<file path="config.mk">
export PLATFORM = sky130hd
export DESIGN_NAME = filter_seq
export DESIGN_NICKNAME = d
export VERILOG_FILES = /design/src/rtl/filter_pkg.sv /design/src/rtl/filter_fifo.sv /design/src/rtl/filter_seq.sv
export SDC_FILE = /design/constraint.sdc
export NUM_CORES = 1
export LEC_CHECK = 0
export ABC_AREA = 1
export BUFFER_PORTS_ARGS = -buffer_cell sky130_fd_sc_hd__buf_2
export CORE_MARGIN = 2
export CORE_UTILIZATION = 55
export CTS_CLUSTER_SIZE = 8
export DETAILED_ROUTE_END_ITERATION = 16
export GPL_TIMING_DRIVEN = 0
export HOLD_SLACK_MARGIN = 0.1
export PLACE_DENSITY = 0.89
export SLEW_MARGIN = 20
export SYNTH_ARGS = -nofsm -noshare
export SYNTH_HDL_FRONTEND = slang
export SYNTH_SLANG_ARGS = --single-unit
</file>
<file path="constraint.sdc">
create_clock -name clk -period 4.5 [get_ports clk]
set_input_delay 0.9 -clock clk [delete_from_list [all_inputs] [get_ports clk]]
set_output_delay 0.9 -clock clk [all_outputs]
set_load 0.05 [all_outputs]
</file>
<file path="src/rtl/filter_pkg.sv">
// Shared widths and state encoding for the filter sequencer.
package filter_pkg;
  localparam int SAMPLE_W = 8;
  localparam int RESULT_W = 32;
  localparam int GAP_W    = 16;

  typedef enum logic {
    ST_FLUSH = 1'b0,
    ST_RUN   = 1'b1
  } state_e;
endpackage

</file>
<file path="src/rtl/filter_fifo.sv">
// Synchronous sample FIFO; pointers carry one extra wrap bit to tell full from empty.
module filter_fifo
  import filter_pkg::*;
#(
  parameter int DEPTH = 4
) (
  input  logic                clk,
  input  logic                reset,
  input  logic                push_i,
  input  logic [SAMPLE_W-1:0] wdata_i,
  input  logic                pop_i,
  output logic [SAMPLE_W-1:0] rdata_o,
  output logic                full_o,
  output logic                empty_o
);
  localparam int AW = $clog2(DEPTH);

  logic [SAMPLE_W-1:0] mem_q [DEPTH];
  logic [AW:0]         wptr_q;
  logic [AW:0]         rptr_q;

  always_ff @(posedge clk or negedge reset) begin
    if (!reset) begin
      wptr_q <= '0;
      rptr_q <= '0;
    end else begin
      if (push_i) wptr_q <= wptr_q + 1'b1;
      if (pop_i)  rptr_q <= rptr_q + 1'b1;
    end
  end

  always_ff @(posedge clk) begin
    if (push_i) mem_q[wptr_q[AW-1:0]] <= wdata_i;
  end

  assign rdata_o = mem_q[rptr_q[AW-1:0]];
  assign empty_o = (wptr_q == rptr_q);
  assign full_o  = (wptr_q[AW] != rptr_q[AW]) && (wptr_q[AW-1:0] == rptr_q[AW-1:0]);
endmodule

</file>
<file path="src/rtl/filter_seq.sv">
// Feeds buffered samples into an external filter, flushes its delay line with zeros,
// and tags each sample so only results of real samples are strobed out.
module filter_seq
  import filter_pkg::*;
#(
  parameter int DEPTH     = 4,
  parameter int LATENCY   = 2,
  parameter int FLUSH_LEN = 8
) (
  input  logic                clk,
  input  logic                reset,
  input  logic [SAMPLE_W-1:0] s_data,
  input  logic                s_valid,
  output logic                s_ready,
  input  logic                flush,
  output logic [SAMPLE_W-1:0] flt_x,
  input  logic [RESULT_W-1:0] flt_y,
  output logic [RESULT_W-1:0] m_data,
  output logic                m_valid,
  output logic                busy,
  output logic [GAP_W-1:0]    gap_cnt
);
  localparam logic [7:0] FLUSH_INIT = 8'(FLUSH_LEN);

  state_e              state_q;
  logic [7:0]          cnt_q;
  logic [SAMPLE_W-1:0] flt_x_q;
  logic [LATENCY:0]    tag_q;
  logic [RESULT_W-1:0] m_data_q;
  logic                m_valid_q;
  logic [GAP_W-1:0]    gap_q;
  logic                rdy_en_q;

  logic                fifo_full;
  logic                fifo_empty;
  logic [SAMPLE_W-1:0] fifo_head;
  logic                push;
  logic                pop;

  // rdy_en_q keeps s_ready low until the first edge after reset release
  assign s_ready = rdy_en_q && !fifo_full;
  assign push    = s_valid && s_ready;
  assign pop     = (state_q == ST_RUN) && !fifo_empty;

  filter_fifo #(.DEPTH(DEPTH)) u_fifo (
    .clk     (clk),
    .reset   (reset),
    .push_i  (push),
    .wdata_i (s_data),
    .pop_i   (pop),
    .rdata_o (fifo_head),
    .full_o  (fifo_full),
    .empty_o (fifo_empty)
  );

  always_ff @(posedge clk or negedge reset) begin
    if (!reset) begin
      state_q   <= ST_FLUSH;
      cnt_q     <= FLUSH_INIT;
      flt_x_q   <= '0;
      tag_q     <= '0;
      m_data_q  <= '0;
      m_valid_q <= 1'b0;
      gap_q     <= '0;
      rdy_en_q  <= 1'b0;
    end else begin
      rdy_en_q  <= 1'b1;
      // tags keep shifting in both states so in-flight results still emerge
      tag_q     <= {tag_q[LATENCY-1:0], pop};
      m_valid_q <= tag_q[LATENCY];
      if (tag_q[LATENCY]) m_data_q <= flt_y;

      case (state_q)
        ST_FLUSH: begin
          flt_x_q <= '0;
          if (flush)               cnt_q   <= FLUSH_INIT;
          else if (cnt_q == 8'd1)  state_q <= ST_RUN;
          else                     cnt_q   <= cnt_q - 8'd1;
        end
        ST_RUN: begin
          flt_x_q <= pop ? fifo_head : '0;
          if (!pop && gap_q != '1) gap_q <= gap_q + 1'b1;
          if (flush) begin
            state_q <= ST_FLUSH;
            cnt_q   <= FLUSH_INIT;
          end
        end
        default: state_q <= ST_FLUSH;
      endcase
    end
  end

  assign flt_x   = flt_x_q;
  assign m_data  = m_data_q;
  assign m_valid = m_valid_q;
  assign busy    = (state_q == ST_FLUSH);
  assign gap_cnt = gap_q;
endmodule

</file>
==> metrics, run 1 <==
Initial Util=0.569; Detailed Route Iter0 Violations=121; unique cell type count in the Yosys netlist=30; vias in the first global route=3316; clk_lat worst skew=0.37 ns; antenna-violating nets left=0; CTS Root Cell=clkbuf_8; hold crit path type=flip-flop to flip-flop; crit start category=flip-flop; Worst slew margin=0.448; Yosys reg bits=108; port bufs=102; Overall Power=3.50 mW; FFs w/ async S/R, synth=0.704; r2r setup slk=2.21 ns; total number of vias=3355; Setup Skew=0.0195 ns; kind of critical path=flip-flop to output pin; sequential area share after synthesis=0.613; largest family of logic cells by synthesized area=simple AND/OR/NAND/NOR gates; H-tree depth=3; Hold Slack=0.359 ns; commonest non-fill, non-tap cell in the layout=buf_2; Num CTS Buffers=9; Vias/cell=5.12; total grt overflow=0; placed insts=639; adder-cell share of the synthesized area=0.0214; Clock Sinks=108; mux cell area share after synthesis=0.0771; Ports=103; Site Rows=33; Antenna Cells=0; nets@finish=597; die area=9250 um^2; critical path endpoint category=output pin; largest net degree at the start of global routing=56; total track usage=0.204; first-pass GRT wire length=14500 um; Routability Congestion=0.935; post-cts repair resize count=0; PnR worst setup slack=1.86 ns; xor/xnor share of the synthesized area=0.0407; Detail Placement HPWL=6550 um; cts hold-fix bufs=0; VDD IR max=311 uV; # fillers=619; post-layout min period=2.64 ns; Post-Route WL=8980 um; Die X=96.2 um; cell count after synthesis=431; P per Cell Area=630 nW/um^2; Non-Filler Instances=655; critical-path maximum fanout=10; Fin. Hold Viols=0; CTS max path bufs=2; WL/cell=13.7 um; DRC violations left=0; Worst Tran Pin Value=0.825 ns; EDFF count, synth=32; placed cell areas=5350 um^2; post-layout instance area=5550 um^2; Final period util=0.587; Worst-path clk slew=0.10 ns; Max-Cap Viols=0; Cell Area, Synth=4670 um^2; RSZ-0062 raised after global routing=no; initial antenna violation count=0; pre-CTS WS=2.27 ns; setup TNS=0 ns; status=finished, final reports clean; Leakage=2.75 nW; Yosys warning count=0; net count after synthesis=483; Area Overhead vs Synth=18.7%; most frequent cells in the layout=buf_2 (108), nand2_1 (88), dfrtp_1 (75); Setup crit start=u_fifo.rptr_q[1]; Setup Fix Bufs, Post-CTS=0; layout cell share with drive strength beyond 1=0.313; FMAX=0.379 GHz; CTS tree=done; Hold Crit Start=tag_q[1]; post-synthesis compound-gate area fraction=0.0367; Die H=96.2 um; Synth Area per Inst=10.8 um^2; RR Startpoint=u_fifo.rptr_q[1]; CP Data Required Time=3.60 ns; Util after Layout=0.675; top_reg_cell synth=dfrtp_1; Arrival @ worst endpoint=1.74 ns; Final Max Slew Viols=0; first-pass detailed-route iteration total=4; Simple-Gate Fraction of Synth Area=0.170; endpoints failing setup=0; Core Area=8220 um^2
layout make-up:
type                       count  area, um^2  share of cell area
buffer                        11        68.8              0.0124
tap                          105         131              0.0237
multi-input combinational    280        1620               0.292
timing repair buffer         103         541              0.0975
inverter                      32         120              0.0217
clock buffer                   9         124              0.0223
clock inverter                 7        77.6              0.0140
sequential                   108        2860               0.516
final timing paths:
path / cells past startpoint / to
hold / removal: 0 / tag_q[2]
setup reg to reg: 7 / u_fifo.mem_q[2][4]
max in group asynchronous: 2 / u_fifo.rptr_q[0]
setup / recovery: 6 / s_ready
min in group asynchronous: 1 / gap_cnt[11]
hold reg to reg: 0 / tag_q[2]
cells by family after synthesis:
logic type | count (synthesis)
AO/OA/AOI/OAI | 34
XOR/XNOR | 20
adder cells (fa/ha/maj) | 8
buffers and inverters | 43
flip-flops | 108
multiplexers | 32
other | 1
AND/OR/NAND/NOR | 185
routing by layer:
metal / vias up / GRT usage / wire [um] / share of wire
li1: 1649 / - / - / -
met1: 1601 / 0.226 / 3660 / 0.41
met2: 93 / 0.377 / 4680 / 0.52
met3: 12 / 0.0399 / 502 / 0.056
met4: 0 / 0.0857 / 140 / 0.016
met5: - / 0 / 0 / 0
cells in the mapped netlist, types with 2 or more instances:
library cell / n / area (um^2)
o21ai_0: 25 / 125
clkinv_1: 2 / 7.51
mux2_2: 30 / 338
buf_2: 7 / 35.0
a21oi_1: 8 / 40.0
xnor2_2: 2 / 32.5
clkbuf_1: 2 / 7.51
nor2_1: 55 / 206
nand2_1: 88 / 330
mux2_1: 2 / 22.5
edfxtp_1: 32 / 961
nand4_1: 9 / 56.3
nand3_1: 20 / 100
xnor2_1: 7 / 61.3
nand2_2: 4 / 25.0
dfrtp_1: 75 / 1880
nor2_2: 4 / 25.0
xor2_1: 11 / 96.3
inv_1: 30 / 113
ha_1: 8 / 100
state kept, by name, indices dropped and copies added (netlist names):
register	count
u_fifo.rptr_q	3
cnt_q	8
tag_q	3
state_q	1
m_valid	1
flt_x	8
m_data	32
u_fifo.mem_q	32
u_fifo.wptr_q	3
gap_cnt	16
rdy_en_q	1
power by group:
part	internal, mW	leakage [nW]	total, mW	switching [mW]
Sequential	1.27	1.29	1.42	0.152
Combinational	0.436	1.36	1.50	1.07
Clock	0.222	0.100	0.577	0.354
Total	1.92	2.75	3.50	1.57
worst max-delay path, cell delays in order, from the launching register on:
cell and delay [ns]:
dfrtp_1 0.41, buf_2 0.21, xnor2_2 0.17, nand3_1 0.10, nand2_1 0.05, inv_1 0.14, buf_2 0.30
Power figures use the tool's default switching activity.
==> run 2, diff against run 1 <==
--- a/config.mk
+++ b/config.mk
@@ -5,15 +5,15 @@
 export SDC_FILE = /design/constraint.sdc
 export NUM_CORES = 1
 export LEC_CHECK = 0
-export ABC_AREA = 1
+export ABC_AREA = 0
 export BUFFER_PORTS_ARGS = -buffer_cell sky130_fd_sc_hd__buf_2
 export CORE_MARGIN = 2
-export CORE_UTILIZATION = 55
+export CORE_UTILIZATION = 53
 export CTS_CLUSTER_SIZE = 8
 export DETAILED_ROUTE_END_ITERATION = 16
 export GPL_TIMING_DRIVEN = 0
 export HOLD_SLACK_MARGIN = 0.1
-export PLACE_DENSITY = 0.89
+export PLACE_DENSITY = 0.87
 export SLEW_MARGIN = 20
 export SYNTH_ARGS = -nofsm -noshare
 export SYNTH_HDL_FRONTEND = slang
==> constraint.sdc (replaced) <==
create_clock -name clk -period 2.7 [get_ports clk]
set_input_delay 0.54 -clock clk [delete_from_list [all_inputs] [get_ports clk]]
set_output_delay 0.54 -clock clk [all_outputs]
set_load 0.05 [all_outputs]
==> run 2 against run 1 <==
Effect of this change: sequential share of layout area grew 2.1 points; area after synthesis down 4.7%; worst hold slack got worse by 0.23 ns; non-clock buffer count down 4; global-route usage down 2.9 points; first-iteration DRC count is 47% lower; via count shrank 20%; largest cell class unchanged.
==> metrics, run 2 <==
Site Rows=33 (unchanged); endpoints failing setup=0 (unchanged); hold crit path type=primary input to async pin (was flip-flop to flip-flop); cell count after synthesis=290 (was 431); sequential area share after synthesis=0.643 (was 0.613); Leakage=2.50 nW (was 2.75 nW); VDD IR max=613 uV (was 311 uV); total number of vias=2684 (was 3355); Area Overhead vs Synth=19.7% (was 18.7%); unique cell type count in the Yosys netlist=46 (was 30); Post-Route WL=7810 um (was 8980 um); cell taking the most area after synthesis=dfrtp_1 (unchanged); Final period util=0.873; FMAX=0.424 GHz; top_reg_cell synth=dfrtp_1 (unchanged); clk_lat worst skew=0.35 ns (was 0.37 ns); Arrival @ worst endpoint=1.82 ns (was 1.74 ns); largest family of logic cells by synthesized area=multiplexers (was simple AND/OR/NAND/NOR gates); first-pass GRT wire length=12000 um (was 14500 um); xor/xnor share of the synthesized area=0.0525 (was 0.0407); synth top area cells=dfrtp_1 (42%), edfxtp_1 (22%), mux2_2 (8.6%), mux4_2 (4.0%), xor2_1 (3.3%) (was dfrtp_1 (40%), edfxtp_1 (21%), mux2_2 (7.2%), nand2_1 (7.1%), nor2_1 (4.4%)); total grt overflow=0 (unchanged); layout cell share with drive strength beyond 1=0.439 (was 0.313); post-layout min period=2.36 ns; largest net degree at the start of global routing=42 (was 56); total track usage=0.175 (was 0.204); nets@finish=455 (was 597); Detailed Route Iter0 Violations=64 (was 121); H-tree depth=3 (unchanged); Yosys reg bits=108 (unchanged); antenna-violating nets left=0 (unchanged); DRC violations left=0 (unchanged); EDFF count, synth=32 (unchanged); Setup Fix Bufs, Post-CTS=0 (unchanged); port bufs=101 (was 102); Fin. Hold Viols=0 (unchanged); vias in the first global route=2565 (was 3316); CTS tree=done (unchanged); CTS max path bufs=2 (unchanged); count leader, synth=dfrtp_1 (was nand2_1); cts hold-fix bufs=0 (unchanged); Die H=95.7 um (was 96.2 um); Ports=103 (unchanged); die area=9150 um^2 (was 9250 um^2); kind of critical path=flip-flop to output pin (unchanged); FFs w/ async S/R, synth=0.704 (unchanged); commonest non-fill, non-tap cell in the layout=buf_2 (unchanged); Setup Skew=0.00895 ns (was 0.0195 ns); Cell Area, Synth=4450 um^2 (was 4670 um^2); mux cell area share after synthesis=0.133 (was 0.0771); Yosys warning count=0 (unchanged); post-cts repair resize count=0 (unchanged); initial antenna violation count=0 (unchanged); RSZ-0062 raised after global routing=no (unchanged); first-pass detailed-route iteration total=4 (unchanged); Num CTS Buffers=9 (unchanged); crit start category=flip-flop (unchanged); CP Data Required Time=2.16 ns (was 3.60 ns); Commonest cells post-synth=dfrtp_1 (75), mux2_2 (34), edfxtp_1 (32) (was nand2_1 (88), dfrtp_1 (75), nor2_1 (55)); Worst Tran Pin Value=0.549 ns (was 0.825 ns); WL/cell=15.2 um (was 13.7 um); post-synthesis compound-gate area fraction=0.0323 (was 0.0367); adder-cell share of the synthesized area=0.0225 (was 0.0214); Worst slew margin=0.634 (was 0.448); Vias/cell=5.23 (was 5.12); Initial Util=0.545 (was 0.569); status=finished, final reports clean (unchanged); Final Max Slew Viols=0 (unchanged); setup TNS=0 ns (unchanged); Clock Sinks=108 (unchanged); most frequent cells in the layout=buf_2 (102), dfrtp_1 (75), mux2_2 (34) (was buf_2 (108), nand2_1 (88), dfrtp_1 (75)); P per Cell Area=1110 nW/um^2 (was 630 nW/um^2); Util after Layout=0.652 (was 0.675); PnR worst setup slack=0.342 ns (was 1.86 ns); Die X=95.7 um (was 96.2 um); Simple-Gate Fraction of Synth Area=0.0980 (was 0.170); Antenna Cells=0 (unchanged); Yosys top cell area share=0.421 (was 0.402); Overall Power=5.91 mW (was 3.50 mW); pre-CTS WS=0.696 ns (was 2.27 ns); Worst-path clk slew=0.10 ns (about the same); Synth Area per Inst=15.4 um^2 (was 10.8 um^2); critical-path maximum fanout=10 (unchanged); net count after synthesis=342 (was 483); Core Area=8180 um^2 (was 8220 um^2); critical path endpoint category=output pin (unchanged); Max-Cap Viols=0 (unchanged); Detail Placement HPWL=5690 um (was 6550 um); Routability Congestion=0.731 (was 0.935); CTS Root Cell=clkbuf_8 (unchanged)
[run 2: cell count changes after synthesis, moves of 8 or more]
cell,delta
and2_1,+8
inv_1,-19
mux4_2,+8
nand2_1,-80
nand3_1,-16
nor2_1,-42
o21ai_0,-24
[run 2: cell families after synthesis]
logic type,Yosys count
other,1
xor gates and xnor gates,25
AOI/OAI and AO/OA,18
adders and majority gates,8
muxes,45
buffers and inverters,19
DFF,108
and+or+nand+nor,66
[run 2: layout make-up]
cell class,count,area [um^2]
Buffer,8,36.3
Clock buffer,9,124
Clock inverter,7,96.3
Fill cell,604,2840
Inverter,11,41.3
Multi-Input combinational cell,163,1510
Sequential cell,108,2860
Tap cell,105,131
Timing Repair Buffer,102,528
[run 2: per-layer routing]
layer | wire [um] | vias up | part of all wire | track usage
met5 | 0 | - | 0 | 0
li1 | - | 1277 | - | -
met1 | 3340 | 1311 | 0.43 | 0.218
met2 | 3900 | 86 | 0.50 | 0.302
met4 | 123 | 0 | 0.016 | 0.0643
met3 | 453 | 10 | 0.058 | 0.0348
[run 2: per-stage QoR]
stage | hold WS [ns] | cells | cell area (um^2)
floorplan | 0.244 | 290 | 4450
global placement | 0.332 | 496 | 5090
detailed placement | 0.336 | 497 | 5110
CTS | 0.123 | 513 | 5330
global route | 0.137 | 513 | 5330
finish | 0.128 | 513 | 5330
[run 2: path summary, 6_finish.rpt]
kind / cells after the start / end / slack (ns) / startpoint
worst min-delay path: 1 / m_data[4] / 0.13 / reset
max in group asynchronous: 2 / cnt_q[3] / 1.95 / reset
min in group clk: 0 / tag_q[2] / 0.36 / tag_q[1]
worst min register to register: 0 / tag_q[2] / 0.36 / tag_q[1]
worst max-delay path: 4 / s_ready / 0.34 / u_fifo.rptr_q[0]
worst max register to register: 4 / u_fifo.mem_q[3][6] / 0.70 / u_fifo.rptr_q[0]
[run 2: critical path, cell delays in order, from the launching register on]
cell	delay, ns
dfrtp_1	0.40
buf_4	0.21
xnor2_2	0.20
a31oi_2	0.33
buf_2	0.33
[run 2: where the power goes]
part	switching [mW]	total, mW	internal [mW]
clock	0.523	1.05	0.529
combinational	1.65	2.46	0.814
sequential	0.273	2.39	2.12
total	2.45	5.91	3.46
==> run 3, diff against run 2 <==
--- a/config.mk
+++ b/config.mk
@@ -5,10 +5,10 @@
 export SDC_FILE = /design/constraint.sdc
 export NUM_CORES = 1
 export LEC_CHECK = 0
-export ABC_AREA = 0
+export ABC_AREA = 1
 export BUFFER_PORTS_ARGS = -buffer_cell sky130_fd_sc_hd__buf_2
 export CORE_MARGIN = 2
-export CORE_UTILIZATION = 53
+export CORE_UTILIZATION = 54
 export CTS_CLUSTER_SIZE = 8
 export DETAILED_ROUTE_END_ITERATION = 16
 export GPL_TIMING_DRIVEN = 0
==> run 3 against run 2 <==
Effect of this change: power is 1.1% lower; non-clock buffer count rose by 5; clock skew increased by 0.012 ns; cell count rose by 28%; routed wire length increased by 16%; maximum frequency rose by 4.5%; cell area grew 4.3%; register-to-register slack got worse by 0.23 ns.
==> metrics, run 3 (synthesized netlist as in run 1, its figures left out) <==
Net Sw Frac=0.450 (was 0.414); Die X=97.0 um (was 95.7 um); Final Max Slew Viols=0 (unchanged); kind of critical path=flip-flop to output pin (unchanged); first-pass GRT wire length=15400 um (was 12000 um); P per Cell Area=1050 nW/um^2 (was 1110 nW/um^2); Critical Path Slowest Stage Cell=dfrtp_1 (unchanged); H-tree depth=3 (unchanged); crit start category=flip-flop (unchanged); Clock power frac=0.169 (was 0.178); Detailed Route Iter0 Violations=127 (was 64); Internal=3.21 mW (was 3.46 mW); DRC violations left=0 (unchanged); critical-path maximum fanout=10 (unchanged); Ports=103 (unchanged); commonest non-fill, non-tap cell in the layout=buf_2 (unchanged); post-cts repair resize count=0 (unchanged); RR Startpoint=u_fifo.rptr_q[1] (was u_fifo.rptr_q[0]); most frequent cells in the layout=buf_2 (108), nand2_1 (88), dfrtp_1 (75) (was buf_2 (102), dfrtp_1 (75), mux2_2 (34)); Detail Placement HPWL=6490 um (was 5690 um); Core Area=8300 um^2 (was 8180 um^2); Setup crit start=u_fifo.rptr_q[1] (was u_fifo.rptr_q[0]); setup TNS=0 ns (unchanged); critical path endpoint category=output pin (unchanged); worst setup path endpoint=s_ready (unchanged); total number of vias=3384 (was 2684); Die H=97.0 um (was 95.7 um); pre-CTS WS=0.481 ns (was 0.696 ns); Worst Tran Pin Value=0.785 ns (was 0.549 ns); hold crit path type=flip-flop to flip-flop (was primary input to async pin); Initial Util=0.563 (was 0.545); CTS tree=done (unchanged); Final period util=0.836 (was 0.873); placed cell areas=5340 um^2 (was 5110 um^2); WL/cell=13.8 um (was 15.2 um); Overall Power=5.84 mW (was 5.91 mW); crit path cell chain=buf_2 -> xnor2_2 -> nand3_1 -> nand2_1 -> inv_1 -> buf_2 (was buf_4 -> xnor2_2 -> a31oi_2 -> buf_2); nets@finish=598 (was 455); Worst slew margin=0.475 (was 0.634); die area=9410 um^2 (was 9150 um^2); CTS max path bufs=2 (unchanged); Antenna Cells=0 (unchanged); RSZ-0062 raised after global routing=no (unchanged); Most Frequent Cell on Critical Path=buf_2; antenna-violating nets left=0 (unchanged); r2r setup slk=0.47 ns (was 0.70 ns); FMAX=0.443 GHz (was 0.424 GHz); FF-to-FF End=u_fifo.mem_q[3][7] (was u_fifo.mem_q[3][6]); Vias/cell=5.16 (was 5.23); status=finished, final reports clean (unchanged); Site Rows=33 (unchanged); Leakage=2.76 nW (was 2.50 nW); vias in the first global route=3503 (was 2565); PnR worst setup slack=0.444 ns (was 0.342 ns); initial antenna violation count=0 (unchanged); endpoints failing setup=0 (unchanged); Post-Route WL=9040 um (was 7810 um); CTS Root Cell=clkbuf_8 (unchanged); VDD IR max=470 uV (was 613 uV); post-layout instance area=5570 um^2 (was 5330 um^2); Worst-path clk slew=0.11 ns (was 0.10 ns); R2R cell count=7 (was 4); post-layout min period=2.26 ns (was 2.36 ns); Fin. Hold Viols=0 (unchanged); Setup Skew=0.0209 ns (was 0.00895 ns); port bufs=102 (was 101); layout cell share with drive strength beyond 1=0.312 (was 0.439); Arrival @ worst endpoint=1.72 ns (was 1.82 ns); Routability Congestion=0.875 (was 0.731); Num CTS Buffers=9 (unchanged); clk_lat worst skew=0.37 ns (was 0.35 ns); Hold Slack=0.357 ns (was 0.128 ns); largest net degree at the start of global routing=46 (was 42); total grt overflow=0 (unchanged); Clock Sinks=108 (unchanged); Area Overhead vs Synth=19.1% (was 19.7%); combinational share of power=0.428 (was 0.417); Max-Cap Viols=0 (unchanged); first-pass detailed-route iteration total=5 (was 4); CP Data Required Time=2.16 ns (about the same); Seq pwr share=0.404 (was 0.405); total track usage=0.200 (was 0.175); # fillers=604 (unchanged); P_sw=2.63 mW (was 2.45 mW); Crit path largest cell delay=0.41 ns (was 0.40 ns)
## run 3: cell count changes in the layout (fill, tap and decap cells not counted), sizes merged, moves of 17 or more
cell   delta
nand3    +17
nand2    +84
inv      +18
o21ai    +24
nor2     +46
## run 3: worst min path at each step
stage / startpoint / end / slack, ns / cells after the start
after floorplan: reset / cnt_q[0] / 0.24 / 0
after global placement: tag_q[0] / tag_q[1] / 0.33 / 0
after detailed placement: tag_q[1] / tag_q[2] / 0.34 / 0
after CTS: flush / cnt_q[6] / 0.35 / 2
after global routing: s_data[5] / u_fifo.mem_q[3][5] / 0.35 / 1
final: tag_q[1] / tag_q[2] / 0.36 / 0
## run 3: final cells by class
class	instances	area, um^2	area share
Sequential cell	108	2860	0.515
Multi-Input combinational cell	280	1620	0.291
Timing Repair Buffer	104	543	0.0976
Tap cell	105	131	0.0236
Clock buffer	9	124	0.0223
Inverter	32	120	0.0216
Clock inverter	7	93.8	0.0169
Buffer	11	68.8	0.0124
## run 3: worst max-delay path: cells and delay by family, from the launching register on
family	cells	cell delay, ns
buf+inv	3	0.62
flops	1	0.41
xor+xnor	1	0.17
simple gates	2	0.14
## run 3: power groups by stage
stage                     Clock [mW]  Combinational, mW  Sequential (mW)
after detailed placement           0               2.50             2.39
after CTS                       1.02               2.51             2.36
after floorplan                    0              0.957             3.31
after global routing            1.09               2.69             2.41
after global placement             0               2.42             2.36
final                          0.987               2.50             2.36
## run 3: what timing repair did
| action | CTS | global route |
|---|---|---|
| hold buffers | 1 | 0 |
| endpoints found under the hold margin | 26 | 0 |
| buffers inserted | 0 | 0 |
## run 3: per-layer routing
| layer | global-route usage | vias up | part of all wire |
|---|---|---|---|
| li1 | - | 1652 | - |
| met1 | 0.241 | 1593 | 0.41 |
| met2 | 0.353 | 128 | 0.51 |
| met3 | 0.0506 | 11 | 0.073 |
| met4 | 0.0618 | 0 | 0.011 |
| met5 | 0 | - | 0 |
## run 3: through the flow
stage,cells,utilization
6_report,656,0.671
5_1_grt,656,0.671
4_1_cts,656,0.671
3_5_place_dp,639,0.643
3_3_place_gp,638,0.640
2_1_floorplan,431,-
